### config.mk
export PLATFORM = sky130hd
export DESIGN_NAME = ex_muldiv
export DESIGN_NICKNAME = d
export VERILOG_FILES = /design/src/rtl/ex_muldiv_pkg.sv /design/src/rtl/muldiv_core.sv /design/src/rtl/ex_muldiv.sv
export SDC_FILE = /design/constraint.sdc
export NUM_CORES = 1
export LEC_CHECK = 0
export ABC_AREA = 1
export CORE_ASPECT_RATIO = 2
export CORE_UTILIZATION = 34
export DETAILED_ROUTE_END_ITERATION = 12
export SYNTH_ARGS = -nofsm -noshare
export SYNTH_HDL_FRONTEND = slang
export SYNTH_SLANG_ARGS = --single-unit
### constraint.sdc
create_clock -name clk -period 7.9 [get_ports clk]
set_clock_uncertainty 0.05 [all_clocks]
set_input_delay 1.185 -clock clk [delete_from_list [all_inputs] [get_ports clk]]
set_output_delay 1.185 -clock clk [all_outputs]
set_load 0.02 [all_outputs]
### src/rtl/ex_muldiv_pkg.sv
// Shared RV32 widths and M-extension funct3 encodings for the EX-stage multiply/divide unit.
package ex_muldiv_pkg;
  localparam int FUNCT3_WIDTH   = 3;
  localparam int RS_WIDTH       = 5;
  localparam int REG_DATA_WIDTH = 32;

  localparam logic [FUNCT3_WIDTH-1:0] F3_MUL    = 3'd0;
  localparam logic [FUNCT3_WIDTH-1:0] F3_MULH   = 3'd1;
  localparam logic [FUNCT3_WIDTH-1:0] F3_MULHSU = 3'd2;
  localparam logic [FUNCT3_WIDTH-1:0] F3_MULHU  = 3'd3;
  localparam logic [FUNCT3_WIDTH-1:0] F3_DIV    = 3'd4;
  localparam logic [FUNCT3_WIDTH-1:0] F3_DIVU   = 3'd5;
  localparam logic [FUNCT3_WIDTH-1:0] F3_REM    = 3'd6;
  localparam logic [FUNCT3_WIDTH-1:0] F3_REMU   = 3'd7;

  function automatic logic signed_a(input logic [FUNCT3_WIDTH-1:0] f);
    return (f == F3_MULH) || (f == F3_MULHSU) || (f == F3_DIV) || (f == F3_REM);
  endfunction

  function automatic logic signed_b(input logic [FUNCT3_WIDTH-1:0] f);
    return (f == F3_MULH) || (f == F3_DIV) || (f == F3_REM);
  endfunction
endpackage

### src/rtl/muldiv_core.sv
// Iterative unsigned datapath: radix-2 shift-add multiply / restoring divide, one bit per cycle.
module muldiv_core
  import ex_muldiv_pkg::*;
(
  input  logic                      clk,
  input  logic                      rst,
  input  logic                      load_i,
  input  logic                      step_i,
  input  logic                      is_div_i,
  input  logic [REG_DATA_WIDTH-1:0] a_i,
  input  logic [REG_DATA_WIDTH-1:0] b_i,
  output logic [REG_DATA_WIDTH-1:0] hi_o,
  output logic [REG_DATA_WIDTH-1:0] lo_o,
  output logic                      last_o
);
  logic [REG_DATA_WIDTH-1:0] hi_q, lo_q, b_q, hi_d, lo_d;
  logic                      div_q;
  logic [5:0]                cnt_q;
  logic [REG_DATA_WIDTH:0]   sum, shl, diff;

  // hi/lo form the 64-bit product (mul) or remainder/quotient pair (div).
  always_comb begin
    sum  = {1'b0, hi_q} + (lo_q[0] ? {1'b0, b_q} : '0);
    shl  = {hi_q, lo_q[REG_DATA_WIDTH-1]};
    diff = shl - {1'b0, b_q};
    if (div_q) begin
      hi_d = diff[REG_DATA_WIDTH] ? shl[REG_DATA_WIDTH-1:0] : diff[REG_DATA_WIDTH-1:0];
      lo_d = {lo_q[REG_DATA_WIDTH-2:0], ~diff[REG_DATA_WIDTH]};
    end else begin
      hi_d = sum[REG_DATA_WIDTH:1];
      lo_d = {sum[0], lo_q[REG_DATA_WIDTH-1:1]};
    end
  end

  always_ff @(posedge clk) begin
    if (rst) begin
      hi_q  <= '0;
      lo_q  <= '0;
      b_q   <= '0;
      div_q <= 1'b0;
      cnt_q <= '0;
    end else if (load_i) begin
      hi_q  <= '0;
      lo_q  <= a_i;
      b_q   <= b_i;
      div_q <= is_div_i;
      cnt_q <= '0;
    end else if (step_i) begin
      hi_q <= hi_d;
      lo_q <= lo_d;
      if (cnt_q != 6'd31) cnt_q <= cnt_q + 6'd1;
    end
  end

  assign hi_o   = hi_d;
  assign lo_o   = lo_d;
  assign last_o = (cnt_q == 6'd31);
endmodule

### src/rtl/ex_muldiv.sv
// RV32M EX-stage unit: FSM, operand sign stripping, result fix-up and divide fast paths.
module ex_muldiv
  import ex_muldiv_pkg::*;
(
  input  logic                      clk,
  input  logic                      rst,
  input  logic                      flush,
  input  logic                      start,
  input  logic [FUNCT3_WIDTH-1:0]   funct3,
  input  logic [REG_DATA_WIDTH-1:0] rs1_data,
  input  logic [REG_DATA_WIDTH-1:0] rs2_data,
  input  logic [RS_WIDTH-1:0]       rd_in,
  output logic                      stall_req,
  output logic                      done,
  output logic [REG_DATA_WIDTH-1:0] result,
  output logic [RS_WIDTH-1:0]       rd_out
);
  typedef enum logic [1:0] {S_IDLE, S_CALC, S_DONE} state_e;

  state_e                    state_q, state_d;
  logic [FUNCT3_WIDTH-1:0]   op_q, op_d;
  logic                      neg_q, neg_d;
  logic [REG_DATA_WIDTH-1:0] result_q, result_d;
  logic [RS_WIDTH-1:0]       rd_q, rd_d;

  logic                      accept, sa, sb, is_div, div0, ovf, load, last;
  logic [REG_DATA_WIDTH-1:0] mag_a, mag_b, fast_res, hi, lo, quo, calc_res;
  logic [2*REG_DATA_WIDTH-1:0] prod;

  assign accept = (state_q == S_IDLE) && start && !flush;
  assign sa     = signed_a(funct3) && rs1_data[REG_DATA_WIDTH-1];
  assign sb     = signed_b(funct3) && rs2_data[REG_DATA_WIDTH-1];
  assign mag_a  = sa ? -rs1_data : rs1_data;
  assign mag_b  = sb ? -rs2_data : rs2_data;
  assign is_div = funct3[2];
  assign div0   = is_div && (rs2_data == '0);
  assign ovf    = is_div && !funct3[0] && (rs1_data == 32'h8000_0000) && (rs2_data == 32'hFFFF_FFFF);
  // funct3[1] selects the remainder flavour of the divide ops.
  assign fast_res = div0 ? (funct3[1] ? rs1_data : 32'hFFFF_FFFF)
                         : (funct3[1] ? 32'h0 : 32'h8000_0000);

  muldiv_core u_core (
    .clk      (clk),
    .rst      (rst),
    .load_i   (load),
    .step_i   (state_q == S_CALC),
    .is_div_i (is_div),
    .a_i      (mag_a),
    .b_i      (mag_b),
    .hi_o     (hi),
    .lo_o     (lo),
    .last_o   (last)
  );

  // hi/lo already include the final step, so the result is ready in the last CALC cycle.
  always_comb begin
    prod = neg_q ? (64'd0 - {hi, lo}) : {hi, lo};
    quo  = op_q[1] ? hi : lo;
    if (op_q[2])               calc_res = neg_q ? -quo : quo;
    else if (op_q == F3_MUL)   calc_res = prod[REG_DATA_WIDTH-1:0];
    else                       calc_res = prod[2*REG_DATA_WIDTH-1:REG_DATA_WIDTH];
  end

  always_comb begin
    state_d  = state_q;
    op_d     = op_q;
    neg_d    = neg_q;
    result_d = result_q;
    rd_d     = rd_q;
    load     = 1'b0;
    case (state_q)
      S_IDLE: if (accept) begin
        op_d  = funct3;
        neg_d = (is_div && funct3[1]) ? sa : (sa ^ sb);
        rd_d  = rd_in;
        if (div0 || ovf) begin
          state_d  = S_DONE;
          result_d = fast_res;
        end else begin
          state_d = S_CALC;
          load    = 1'b1;
        end
      end
      S_CALC: if (last) begin
        state_d  = S_DONE;
        result_d = calc_res;
      end
      S_DONE:  state_d = S_IDLE;
      default: state_d = S_IDLE;
    endcase
    if (flush) begin
      state_d  = S_IDLE;
      result_d = result_q;
    end
  end

  always_ff @(posedge clk) begin
    if (rst) begin
      state_q  <= S_IDLE;
      op_q     <= '0;
      neg_q    <= 1'b0;
      result_q <= '0;
      rd_q     <= '0;
    end else begin
      state_q  <= state_d;
      op_q     <= op_d;
      neg_q    <= neg_d;
      result_q <= result_d;
      rd_q     <= rd_d;
    end
  end

  assign stall_req = !rst && (accept || (state_q == S_CALC));
  assign done      = !rst && !flush && (state_q == S_DONE);
  assign result    = result_q;
  assign rd_out    = rd_q;
endmodule

==> results.cfg <==
[clocking]
postCtsResizedCells = 0
clk_pin_slew_ps = 80
cts.htree.levels = 4
cts_max_path_buffers = 2
cts_tree = built
cts_setup_buffers = 0
clock_sinks = 146
numCtsBuffers = 17
clock_latency_ps = 480
cts_hold_buf = 0
cts_root_buf = clkbuf_16

[finish]
area_delta_synth_final_pct = 12.7
fin_util_pct = 38.8
fillCellCount = 5871
drive_gt1_share_pct = 7.56
nNetsFinal = 3374

[detailed_routing]
via_count = 21500
viasPerCell = 5.52
wirelength_mm = 89.3
route.detailed.drc = 0
antenna_left = 0
drtPass1Iterations = 6
wl_per_cell_um = 22.9
drt_iter0_drc = 1560

[global_routing]
grt_max_degree = 72
antenna_found_initial = 1
grtUsageTotal_pct = 33.9
grt-ovfl-total = 0
grt_pass1_vias = 21300
grt_pass1_wl_mm = 132

[setup_path]
cp-end-kind = flip-flop
critPathSlowestCell = dfxtp_1
max_stage_delay_ps = 590
critPathLaunchType = flip-flop
crit_arrival_ps = 5980
critPathRequiredTime_ps = 8250
critPathKind = reg2reg
crit_top_cell = nand2_1
cp_max_fo = 30

[yosys]
synth.largest_area_cell = nand2_1
synth.most_common_cell = nand2_1
netlist_instances = 3182
synth_fa_ha_area_share_pct = 5.15
synth_xor_area_share_pct = 4.33
yosys.area.top_type_share_pct = 17.2
synth_compound_area_share_pct = 19.7
syn_area_per_cell_um2 = 5.59
synth_edf_count = 0
synth-main-ff-cell = dfxtp_1
synth_top_family_by_area = simple AND/OR/NAND/NOR gates
yosysUniqueCellTypes = 62
synthesis.area_mm2 = 0.0178
synthTopCellsByCount = nand2_1, inv_1, nor2_1, nand3_1, o21ai_0
synth_mux_area_share_pct = 0
ys_ff_latch = 146
yosysSeqAreaShare_pct = 16.4
synth_area_leaders = nand2_1, dfxtp_1, inv_1, nor2_1, nand3_1
yosys_warnings = 0
async_flop_share_pct = 0
synth_simple_gate_area_share_pct = 41.7
syn-num-nets = 3330

[placement]
place_congestion = 1.04
hpwl_mm = 70.4
io_buffers = 114

[power_and_ir_drop]
ir_worst_vdd_mv = 0.166
p_per_area_mw_per_mm2 = 158
p_leak_uw = 0.00979

[timing]
drv_slew = 0
timing.final.hold_violations = 0
rsz0062_at_grt = false
fmax_ghz = 0.178
fin_crit_ps = 5620
setup_viol = 0
timing.setup.tns_ps = 0
slew_headroom_pct = 8.55
fin_crit_sh_pct = 71.2
tightest_slew_ps = 1360

[floorplanning]
fp.dieW_um = 164
die_area_mm2 = 0.0533
start_util_pct = 34.4
die_h_um = 326
rows = 118
core_area_mm2 = 0.0517
io_pins = 115

[run]
cap_viol_max_count = 0

[outcome]
status = finished clean

[min_path]
worst_hold_path_type = reg2reg
==> path summary, 6_finish.rpt <==
path                         from               to  slack, ps  cells past startpoint
setup / recovery   u_core.b_q[26]       result[24]       2280                     32
hold / removal    u_core.cnt_q[1]  u_core.cnt_q[1]        430                      2
setup reg to reg   u_core.b_q[26]       result[24]       2280                     32
hold reg to reg   u_core.cnt_q[1]  u_core.cnt_q[1]        430                      2
==> kinds of logic after synthesis <==
logic type,Yosys count
xor+xnor,88
buf+inv,566
compound gates,635
flops,146
simple gates,1675
fa+ha+maj,72
==> placed cells by master (no fill, tap or decap), types with 8 or more instances in the layout <==
master and n:
a21oi_1 245, nand2_1 817, nor2_1 351, nor4_1 13, a31oi_1 24, o21ai_0 252, clkbuf_16 17, ha_1 70
o21ai_2 18, o211ai_1 12, buf_4 31, xor2_1 66, nand2_2 44, nor3_1 35, inv_2 16, nand3_1 257
o21bai_1 9, nand3_2 25, inv_1 425, nand3b_1 18, xnor2_1 22, or2_2 19, nand4_1 42, nor2_2 22
clkdlybuf4s50_1 114, dfxtp_1 143, nand2_4 8, o21ai_1 27
==> area by class of cell <==
class,count,area (um2),area share [%]
repair buffers,145,1370,6.85
well taps,660,826,4.12
inverters,446,1670,8.35
clock inverters,15,194,0.967
flip-flops and latches,146,2930,14.6
clock buffers,17,425,2.12
multi-input cells,2470,12600,63.0
diodes,1,2.50,0.0125
==> flip-flops by register name, summed over array words and instances, names as in the netlist <==
name / flops
result: 32
u_core.b_q: 32
u_core.hi_q: 32
u_core.lo_q: 32
u_core.cnt_q: 6
rd_out: 5
op_q: 3
state_q: 2
neg_q: 1
u_core.div_q: 1
==> power by group <==
part / switching, uW / internal [uW] / leakage [uW]
combinational: 1040 / 422 / 0.00831
sequential: 45.3 / 770 / 0.00119
clock: 420 / 482 / 0.000297
==> through the flow <==
stage / total power (uW) / std cells / hold WS, ps / cell area (um2) / setup slack [ps]
2_1_floorplan: 1780 / 3182 / 397 / 17800 / 3950
3_3_place_gp: 2240 / 3867 / 410 / 19400 / 1910
3_5_place_dp: 2240 / 3867 / 420 / 19400 / 2000
4_1_cts: 3130 / 3899 / 432 / 20100 / 2400
5_1_grt: 3330 / 3899 / 452 / 20100 / 1900
6_report: 3180 / 3900 / 432 / 20100 / 2280
==> critical path, delay by kind of cell, from the launching register on <==
family | cells | cell delay [ps]
flops | 1 | 590
simple gates | 24 | 3530
fa+ha+maj | 2 | 550
compound gates | 3 | 540
buf+inv | 3 | 260
==> layer usage <==
metal  vias to the layer above  part of all wire [%]  wire length (um)  track usage [%]
li1                      10400                     -                 -                -
met2                       905                    51             45400             61.3
met3                       373                   4.9              4410             4.44
met1                      9867                    32             28900             31.6
met4                         0                    12             10600             34.1
met5                         -                     0                 0                0
Power figures use the tool's default switching activity.
